$ cat src/rtl/f2h_sdram_arbiter.sv
// Two-master round-robin arbiter in front of the HPS FPGA-to-SDRAM Avalon-MM
// port. Single-beat reads/writes, grant held across slave stalls, and a 1-bit
// ID FIFO that steers in-order read returns back to the issuing master.
module f2h_sdram_arbiter #(
  parameter int DATA_W   = 64,
  parameter int ADDR_W   = 27,
  parameter int MAX_PEND = 8
) (
  input  logic                  clk,
  input  logic                  reset_n,

  input  logic [ADDR_W-1:0]     m0_address,
  input  logic                  m0_read,
  input  logic                  m0_write,
  input  logic [DATA_W-1:0]     m0_writedata,
  input  logic [DATA_W/8-1:0]   m0_byteenable,
  output logic                  m0_waitrequest,
  output logic [DATA_W-1:0]     m0_readdata,
  output logic                  m0_readdatavalid,

  input  logic [ADDR_W-1:0]     m1_address,
  input  logic                  m1_read,
  input  logic                  m1_write,
  input  logic [DATA_W-1:0]     m1_writedata,
  input  logic [DATA_W/8-1:0]   m1_byteenable,
  output logic                  m1_waitrequest,
  output logic [DATA_W-1:0]     m1_readdata,
  output logic                  m1_readdatavalid,

  output logic [ADDR_W-1:0]     s_address,
  output logic                  s_read,
  output logic                  s_write,
  output logic [DATA_W-1:0]     s_writedata,
  output logic [DATA_W/8-1:0]   s_byteenable,
  input  logic                  s_waitrequest,
  input  logic [DATA_W-1:0]     s_readdata,
  input  logic                  s_readdatavalid,

  output logic                  err
);

  localparam int PTR_W = (MAX_PEND > 1) ? $clog2(MAX_PEND) : 1;
  localparam int CNT_W = PTR_W + 1;
  localparam logic [CNT_W-1:0] FULL_CNT = CNT_W'(MAX_PEND);

  typedef enum logic [1:0] {
    ARB_OPEN    = 2'd0,
    ARB_HOLD_M0 = 2'd1,
    ARB_HOLD_M1 = 2'd2
  } arb_state_t;

  arb_state_t state_q, state_d;

  logic [1:0]       rst_pipe;
  logic             rst_sync_n;

  logic             last_q;
  logic             lock;
  logic             lock_id;

  logic [CNT_W-1:0] count_q;
  logic [PTR_W-1:0] wr_ptr_q;
  logic [PTR_W-1:0] rd_ptr_q;
  logic             fifo_mem [MAX_PEND];
  logic             fifo_full;
  logic             fifo_empty;
  logic             head_id;

  logic             elig0;
  logic             elig1;
  logic             sel;
  logic             sel_valid;
  logic             cmd_read;
  logic             cmd_write;
  logic             issue;
  logic             accept;
  logic             push;
  logic             pop;

  // Reset synchronizer: asserts immediately, releases two clocks after reset_n rises.
  always_ff @(posedge clk or negedge reset_n) begin
    if (!reset_n) begin
      rst_pipe <= '0;
    end else begin
      rst_pipe <= {rst_pipe[0], 1'b1};
    end
  end

  assign rst_sync_n = rst_pipe[1];

  assign fifo_full  = (count_q == FULL_CNT);
  assign fifo_empty = (count_q == '0);
  assign head_id    = fifo_mem[rd_ptr_q];

  assign lock    = (state_q != ARB_OPEN);
  assign lock_id = (state_q == ARB_HOLD_M1);

  // Eligibility, round-robin selection and the combinational command path.
  // Everything is gated by the synchronized reset so the slave sees no command
  // and both masters see waitrequest while the block is held in reset.
  always_comb begin
    elig0          = rst_sync_n & (m0_write | (m0_read & ~fifo_full));
    elig1          = rst_sync_n & (m1_write | (m1_read & ~fifo_full));
    sel            = 1'b0;
    sel_valid      = 1'b0;
    cmd_read       = 1'b0;
    cmd_write      = 1'b0;
    issue          = 1'b0;
    accept         = 1'b0;
    s_address      = m0_address;
    s_writedata    = m0_writedata;
    s_byteenable   = m0_byteenable;
    s_read         = 1'b0;
    s_write        = 1'b0;
    m0_waitrequest = 1'b1;
    m1_waitrequest = 1'b1;

    if (lock) begin
      sel       = lock_id;
      sel_valid = rst_sync_n;
    end else if (elig0 && elig1) begin
      sel       = ~last_q;
      sel_valid = 1'b1;
    end else if (elig0) begin
      sel       = 1'b0;
      sel_valid = 1'b1;
    end else if (elig1) begin
      sel       = 1'b1;
      sel_valid = 1'b1;
    end

    if (sel) begin
      s_address    = m1_address;
      s_writedata  = m1_writedata;
      s_byteenable = m1_byteenable;
      cmd_read     = sel_valid & m1_read & ~fifo_full;
      cmd_write    = sel_valid & m1_write;
    end else begin
      cmd_read     = sel_valid & m0_read & ~fifo_full;
      cmd_write    = sel_valid & m0_write;
    end

    s_read         = cmd_read;
    s_write        = cmd_write;
    issue          = cmd_read | cmd_write;
    accept         = issue & ~s_waitrequest;
    m0_waitrequest = ~(accept & ~sel);
    m1_waitrequest = ~(accept & sel);
  end

  // Grant lock next state: hold the stalled master until its command is taken.
  always_comb begin
    state_d = state_q;
    if (accept) begin
      state_d = ARB_OPEN;
    end else if (issue) begin
      state_d = sel ? ARB_HOLD_M1 : ARB_HOLD_M0;
    end
  end

  // Lock state and round-robin history registers.
  always_ff @(posedge clk or negedge rst_sync_n) begin
    if (!rst_sync_n) begin
      state_q <= ARB_OPEN;
      last_q  <= 1'b1;
    end else begin
      state_q <= state_d;
      if (accept) begin
        last_q <= sel;
      end
    end
  end

  assign push = accept & cmd_read;
  assign pop  = s_readdatavalid & ~fifo_empty;

  // ID FIFO storage: records which master issued each outstanding read.
  always_ff @(posedge clk) begin
    if (push) begin
      fifo_mem[wr_ptr_q] <= sel;
    end
  end

  // ID FIFO pointers and occupancy; simultaneous push and pop leaves count unchanged.
  always_ff @(posedge clk or negedge rst_sync_n) begin
    if (!rst_sync_n) begin
      wr_ptr_q <= '0;
      rd_ptr_q <= '0;
      count_q  <= '0;
    end else begin
      if (push) begin
        wr_ptr_q <= wr_ptr_q + PTR_W'(1);
      end
      if (pop) begin
        rd_ptr_q <= rd_ptr_q + PTR_W'(1);
      end
      case ({push, pop})
        2'b10:   count_q <= count_q + CNT_W'(1);
        2'b01:   count_q <= count_q - CNT_W'(1);
        default: count_q <= count_q;
      endcase
    end
  end

  // Read return routing to the FIFO head master, plus sticky orphan-return error.
  always_ff @(posedge clk or negedge rst_sync_n) begin
    if (!rst_sync_n) begin
      m0_readdata      <= '0;
      m1_readdata      <= '0;
      m0_readdatavalid <= 1'b0;
      m1_readdatavalid <= 1'b0;
      err              <= 1'b0;
    end else begin
      m0_readdatavalid <= pop & ~head_id;
      m1_readdatavalid <= pop & head_id;
      if (pop) begin
        m0_readdata <= s_readdata;
        m1_readdata <= s_readdata;
      end
      if (s_readdatavalid && fifo_empty) begin
        err <= 1'b1;
      end
    end
  end

endmodule

$ cat config.mk
export PLATFORM = sky130hd
export DESIGN_NAME = f2h_sdram_arbiter
export DESIGN_NICKNAME = d
export VERILOG_FILES = /design/src/rtl/f2h_sdram_arbiter.sv
export SDC_FILE = /design/constraint.sdc
export NUM_CORES = 1
export LEC_CHECK = 0
export CAP_MARGIN = 0
export CORE_AREA = 2 2 195 197
export CTS_CLUSTER_DIAMETER = 100
export DETAILED_ROUTE_END_ITERATION = 10
export DIE_AREA = 0 0 197 199
export SETUP_SLACK_MARGIN = 0.15
export SYNTH_ARGS = -nofsm -noshare
export SYNTH_HDL_FRONTEND = slang
export SYNTH_SLANG_ARGS = --single-unit
export TNS_END_PERCENT = 5
$ cat constraint.sdc
create_clock -name clk -period 5.76 [get_ports clk]
set_input_delay 0.864 -clock clk [delete_from_list [all_inputs] [get_ports clk]]
set_output_delay 0.864 -clock clk [all_outputs]
set_load 0.005 [all_outputs]
==> Word-level counts from Yosys, hierarchy flattened <==
Memory sizes are Yosys's and may differ from the RTL's.
Cells that the tools add are included.
{ "classes": {"bitwise_logic": 28, "addsub": 4, "n_eq_ne": 4, "n_reduce_logical": 6, "mux": 18} }
{ "ops": {"columns": ["operator", "count"], "rows": [
  ["$mux W64", 1],
  ["$mux W27", 1],
  ["$and A1 B1 Y1", 17],
  ["$mux W1", 11],
  ["$mux W8", 1],
  ["$not A1 Y1", 8],
  ["$pmux W4 S2", 1],
  ["$add A3 B1 Y3 const B", 2],
  ["$mux W2", 3],
  ["$reduce_bool A2 Y1", 3],
  ["$add A4 B1 Y4 const B", 1],
  ["$eq A2 B2 Y1 const B", 2],
  ["$eq A4 B4 Y1 const B", 1],
  ["$logic_not A4 Y1", 1],
  ["$sub A4 B1 Y4 const B", 1],
  ["$or A1 B1 Y1", 3],
  ["$eq A2 B1 Y1 const B", 1],
  ["$logic_and A1 B1 Y1", 2]
]} }
{ "totals": {"elab_cells": 71, "reg_bits": 82, "mem_count": 1, "ram_bits": 8, "out_inout_bits": 234, "inputBits": 270} }
{ "mem_list": {"columns": ["name", "words", "word_bits", "rd", "rd_ports_with_merged_regs", "wr", "line", "source"], "rows": [
  ["fifo_mem", 8, 1, 1, 0, 1, "64", "logic fifo_mem [MAX_PEND];"]
]} }

==> Logic depth before layout (Yosys ltp) <==
{ "depth": {"depth_word": 17, "depth_mapped": 13, "ltp_nobuf": 12} }

==> Worst setup path after synthesis <==
OpenSTA, ideal clock, no wires.
{ "synth_timing": {"path_kind": "reg-to-reg", "from": "register rst_pipe[1]", "to": "register count_q[2]", "setup_ns": 0.126, "stages_incl_launch_ff": 13, "n_path_buf": 1, "arrival_time_ns": 4.273, "path_slack_ns": 1.361, "required_ns": 5.634, "period_less_slack_ns": 4.399, "cell_sequence": "dfrtp_1 buf_4 nand2_1 or3_1 nor2_1 inv_1 ha_1 xor2_1 ha_1 a21oi_1 xor2_1 nor2_1 xor2_1"} }
{ "synth_between": {"elab_chain_len": 13, "word_cells_on_any_way": 25, "classes_between": "eq/ne (2); mux (10); bitwise (11); reduce/logical (2)"} }
{ "synth_rtl": {"columns": ["element", "line", "source"], "rows": [
  ["start: declaration", "54", "logic [1:0] rst_pipe;"],
  ["start signal: assignment", "85", "rst_pipe <= {rst_pipe[0], 1'b1};"],
  ["$and A1 B1 Y1", "103", "elig1 = rst_sync_n & (m1_write | (m1_read & ~fifo_full));"],
  ["$mux W1", "127", "end else if (elig1) begin"],
  ["$mux W1", "124", "end else if (elig0) begin"],
  ["$mux W1", "121", "end else if (elig0 && elig1) begin"],
  ["$mux W1", "118", "if (lock) begin"],
  ["$and A1 B1 Y1 (on tied branches) (2 in a row)", "139, 136", null],
  ["$mux W1", "132", "if (sel) begin"],
  ["$or A1 B1 Y1", "145", "issue = cmd_read | cmd_write;"],
  ["$and A1 B1 Y1", "146", "accept = issue & ~s_waitrequest;"],
  ["$and A1 B1 Y1 (*)", "174", "assign push = accept & cmd_read;"],
  ["$eq A2 B1 Y1 or $eq A2 B2 Y1 (tied branches)", "197", "case ({push, pop})"],
  ["$pmux W4 S2 or $reduce_bool A2 Y1 (tied branches)", null, null],
  ["end signal: assignment", "198", "2'b10: count_q <= count_q + CNT_W'(1);"],
  ["end signal: assignment", "199", "2'b01: count_q <= count_q - CNT_W'(1);"],
  ["end signal: assignment", "200", "default: count_q <= count_q;"],
  ["end: declaration", "61", "logic [CNT_W-1:0] count_q;"]
]} }
Every way passes the cells marked *; elsewhere a longest branch is shown, timed or not.
A chain may end at the register's enable or synchronous reset.

==> Worst setup path in the final report <==
{ "layout_timing": {"from": "input m0_read", "to": "output s_writedata[12]"} }
{ "layout_between": {"elab_chain_len": 7, "word_cells_on_any_way": 8, "classes_between": "mux (4); bitwise (3); reduce/logical (1)"} }
{ "layout_rtl": {"columns": ["element", "line", "source"], "rows": [
  ["start: declaration", "13", "input logic m0_read,"],
  ["$and A1 B1 Y1 (*)", "102", "elig0 = rst_sync_n & (m0_write | (m0_read & ~fifo_full));"],
  ["$or A1 B1 Y1 (*)", "102", null],
  ["$and A1 B1 Y1 (*)", "102", null],
  ["$mux W1 or $logic_and A1 B1 Y1 (tied branches)", "124, 121", null],
  ["$mux W1 (*)", "121", null],
  ["$mux W1 (*)", "118", null],
  ["$mux W64 (*)", "132", null],
  ["end: declaration", "33", "output logic [DATA_W-1:0] s_writedata,"]
]} }
Marked as above.

==> key figures <==
Synth
  • Syn avg cell area: 10.2 um^2
  • Synth area leader: dfrtp_1
  • Syn Inst Count: 569
  • Async SR Flop Fraction: 91.1%
  • Mapped Area: 5800 um^2
  • Ys Warns: 0
  • Synth cell types: 46
  • Synth top cells by count: 209 x nand2_1, 81 x dfrtp_1, 70 x mux2_4
  • Primary FF master, synth: dfrtp_1
  • Mapped Nets: 844
  • Flip-flop and latch count after synthesis: 90
  • Top cell type's share of synthesized area: 34.9%
  • Post-synthesis sequential area ratio: 39.5%
  • Post-synth EDFFs: 8
  • Most common cell in the netlist: nand2_1
  • Synth area leaders: dfrtp_1 35%, mux2_4 18%, nand2_1 14%, buf_4 8.7%, mux2_2 4.7%

Placement
  • Placed Cells: 1462
  • Detailed placement HPWL: 23100 um
  • Port bufs: 503
  • GPL Wtd Cong: 0.837
  • Place WS: 1.34 ns

Timing
  • RSZ-0062 raised after global routing: no
  • Clock Skew: 0.00963 ns
  • Crit path time final: 4.43 ns
  • Final Hold Viols: 0
  • Slew Limit Fails: 0
  • Slew Limit Headroom: 44.9%
  • Final TNS setup: 0 ns
  • Setup-failing EPs final: 0
  • Worst Max-Slew Pin Slew: 0.827 ns
  • Final period util: 77.0%
  • Final hold slack: 0.249 ns
  • Final worst slack: 1.33 ns
  • Fmax: 226 MHz

Pwr
  • PD cells: 352 nW/um^2
  • Worst vdd ir: 0.204 mV
  • Leak Pwr: 0.00479 uW

Routing
  • Final wirelength: 27200 um
  • Drt drc: 0
  • Met2 wire len: 13800 um
  • Via Count: 5564
  • Vias per cell: 3.75
  • M1 wire length: 11500 um
  • Routed WL per cell: 18.3 um
  • Top layer in use: met4
  • DRT iter0 DRCs: 181
  • Routed met3 length: 1610 um
  • DR pass1 iterations: 4
  • Antenna-violating nets left: 0

Clocking
  • Worst-path clk slew: 0.06 ns
  • Root buffer cell: clkbuf_16
  • Hold_buf cts: 0
  • Cts repair resizes: 0
  • CTS Buf Count: 9
  • Clock insertion delay at the later pin of the skew report: 0.35 ns
  • Htree depth: 3
  • CTS tree: built
  • CTS max path bufs: 2
  • Post-CTS setup buffer count: 0
  • # clock sinks: 90

Global routing
  • Vias in the first global route: 5542
  • First-pass GRT wire length: 37500 um
  • Overflow after GRT: 0
  • Initial antenna violation count: 7
  • Overall Global Routing Usage: 13.2%
  • Largest net degree at the start of global routing: 68

Outcome
  • Outcome: complete, no violations

Hold path
  • Worst hold path class: flop to asynchronous set/reset pin

Critical path
  • Startpoint types: primary input
  • Setup CP Type: primary input to primary output
  • CP Data Required Time: 4.90 ns
  • CP endpoint kind: primary output
  • CP Max Fanout: 54
  • Crit path DAT: 3.57 ns

Floorplanning
  • Ports: 504
  • Core ar.: 37100 um^2
  • Cell Rows: 71
  • Die area: 39200 um^2
  • Starting Density: 15.6%
  • Die X: 197 um
  • Die H: 199 um

Final layout
  • Share of layout cells above drive strength 1: 12.7%
  • Layout Utilization: 29.9%
  • Final Non-Filler Cells: 1484
  • Area growth syn-to-layout: 91.5%
  • # nets final: 1274
  • Fill count: 3873

Job
  • Max Cap Viol: 0
metal layers:
metal  up-vias  track usage [%]
li1       2663                -
met1      2687             16.5
met2       203             22.4
met3        11             3.26
met4         0             3.95
met5         -                0
layout by cell type (no fill, tap or decap), drive strengths merged, types with 5 or more instances in the layout:
cell type	instances
clkdlybuf4s50	503
nand2	209
mux2	102
dfrtp	81
inv	11
clkbuf	9
buf	9
nor2	8
edfxtp	8
diode	6
o21ai	6
xnor2	5
ha	5
path summary, 6_finish.rpt:
check | startpoint | slack [ns] | endpoint | cells past startpoint
min | rst_pipe[1] | 0.25 | m1_readdata[37] | 0
max reg2reg | state_q[1] | 2.75 | count_q[2] | 12
max in group asynchronous | rst_pipe[1] | 4.35 | m1_readdata[62] | 1
min reg2reg | rst_pipe[1] | 0.25 | m1_readdata[37] | 0
max | m0_read | 1.33 | s_writedata[12] | 7
min in group clk | rst_pipe[0] | 0.35 | rst_pipe[1] | 0
flip-flops by register name, indices dropped and copies added, names as in the netlist:
register          flops
count_q               4
rst_pipe              2
err                   1
m0_readdatavalid      1
rd_ptr_q              3
m1_readdatavalid      1
wr_ptr_q              3
fifo_mem              8
last_q                1
state_q               2
m1_readdata          64
critical path: stages:
cell and delay [ns]:
clkdlybuf4s50_1 0.56, nand2_1 0.07, a2bb2oi_1 0.16, o21ai_4 0.60
buf_12 0.43, mux2_4 0.34, clkdlybuf4s50_1 0.49
area by class of cell:
type | instances | area, um^2 | share of cell area [%]
tap | 474 | 593 | 5.34
antenna | 6 | 15.0 | 0.135
sequential | 90 | 2300 | 20.7
multi-input combinational | 378 | 2740 | 24.6
inverter | 8 | 30.0 | 0.270
timing repair buffer | 512 | 5110 | 46.0
clock buffer | 9 | 225 | 2.03
clock inverter | 7 | 100 | 0.901
metrics by stage:
step | power, uW | area, um^2
global route | 4160 | 11100
floorplan | 2210 | 5800
detailed placement | 3300 | 10800
global placement | 3260 | 10800
finish | 3910 | 11100
CTS | 3980 | 11100
power breakdown:
part / leakage [uW] / total (uW) / switching, uW / internal (uW)
combinational: 0.00357 / 2240 / 802 / 1440
sequential: 0.00107 / 1020 / 200 / 822
clock: 0.000162 / 650 / 265 / 385
kinds of logic (layout without fill, tap and decap cells):
family | Yosys count | after routing | share of synthesized area, %
muxes | 106 | 106 | 25.4
AOI/OAI and AO/OA | 20 | 20 | 2.61
xor gates and xnor gates | 9 | 9 | 1.36
adders and majority gates | 5 | 5 | 1.08
other | 1 | 7 | 0.0646
and+or+nand+nor | 237 | 237 | 16.5
DFF | 90 | 90 | 39.5
buffers and inverters | 101 | 536 | 13.5
Power figures use the tool's default switching activity.
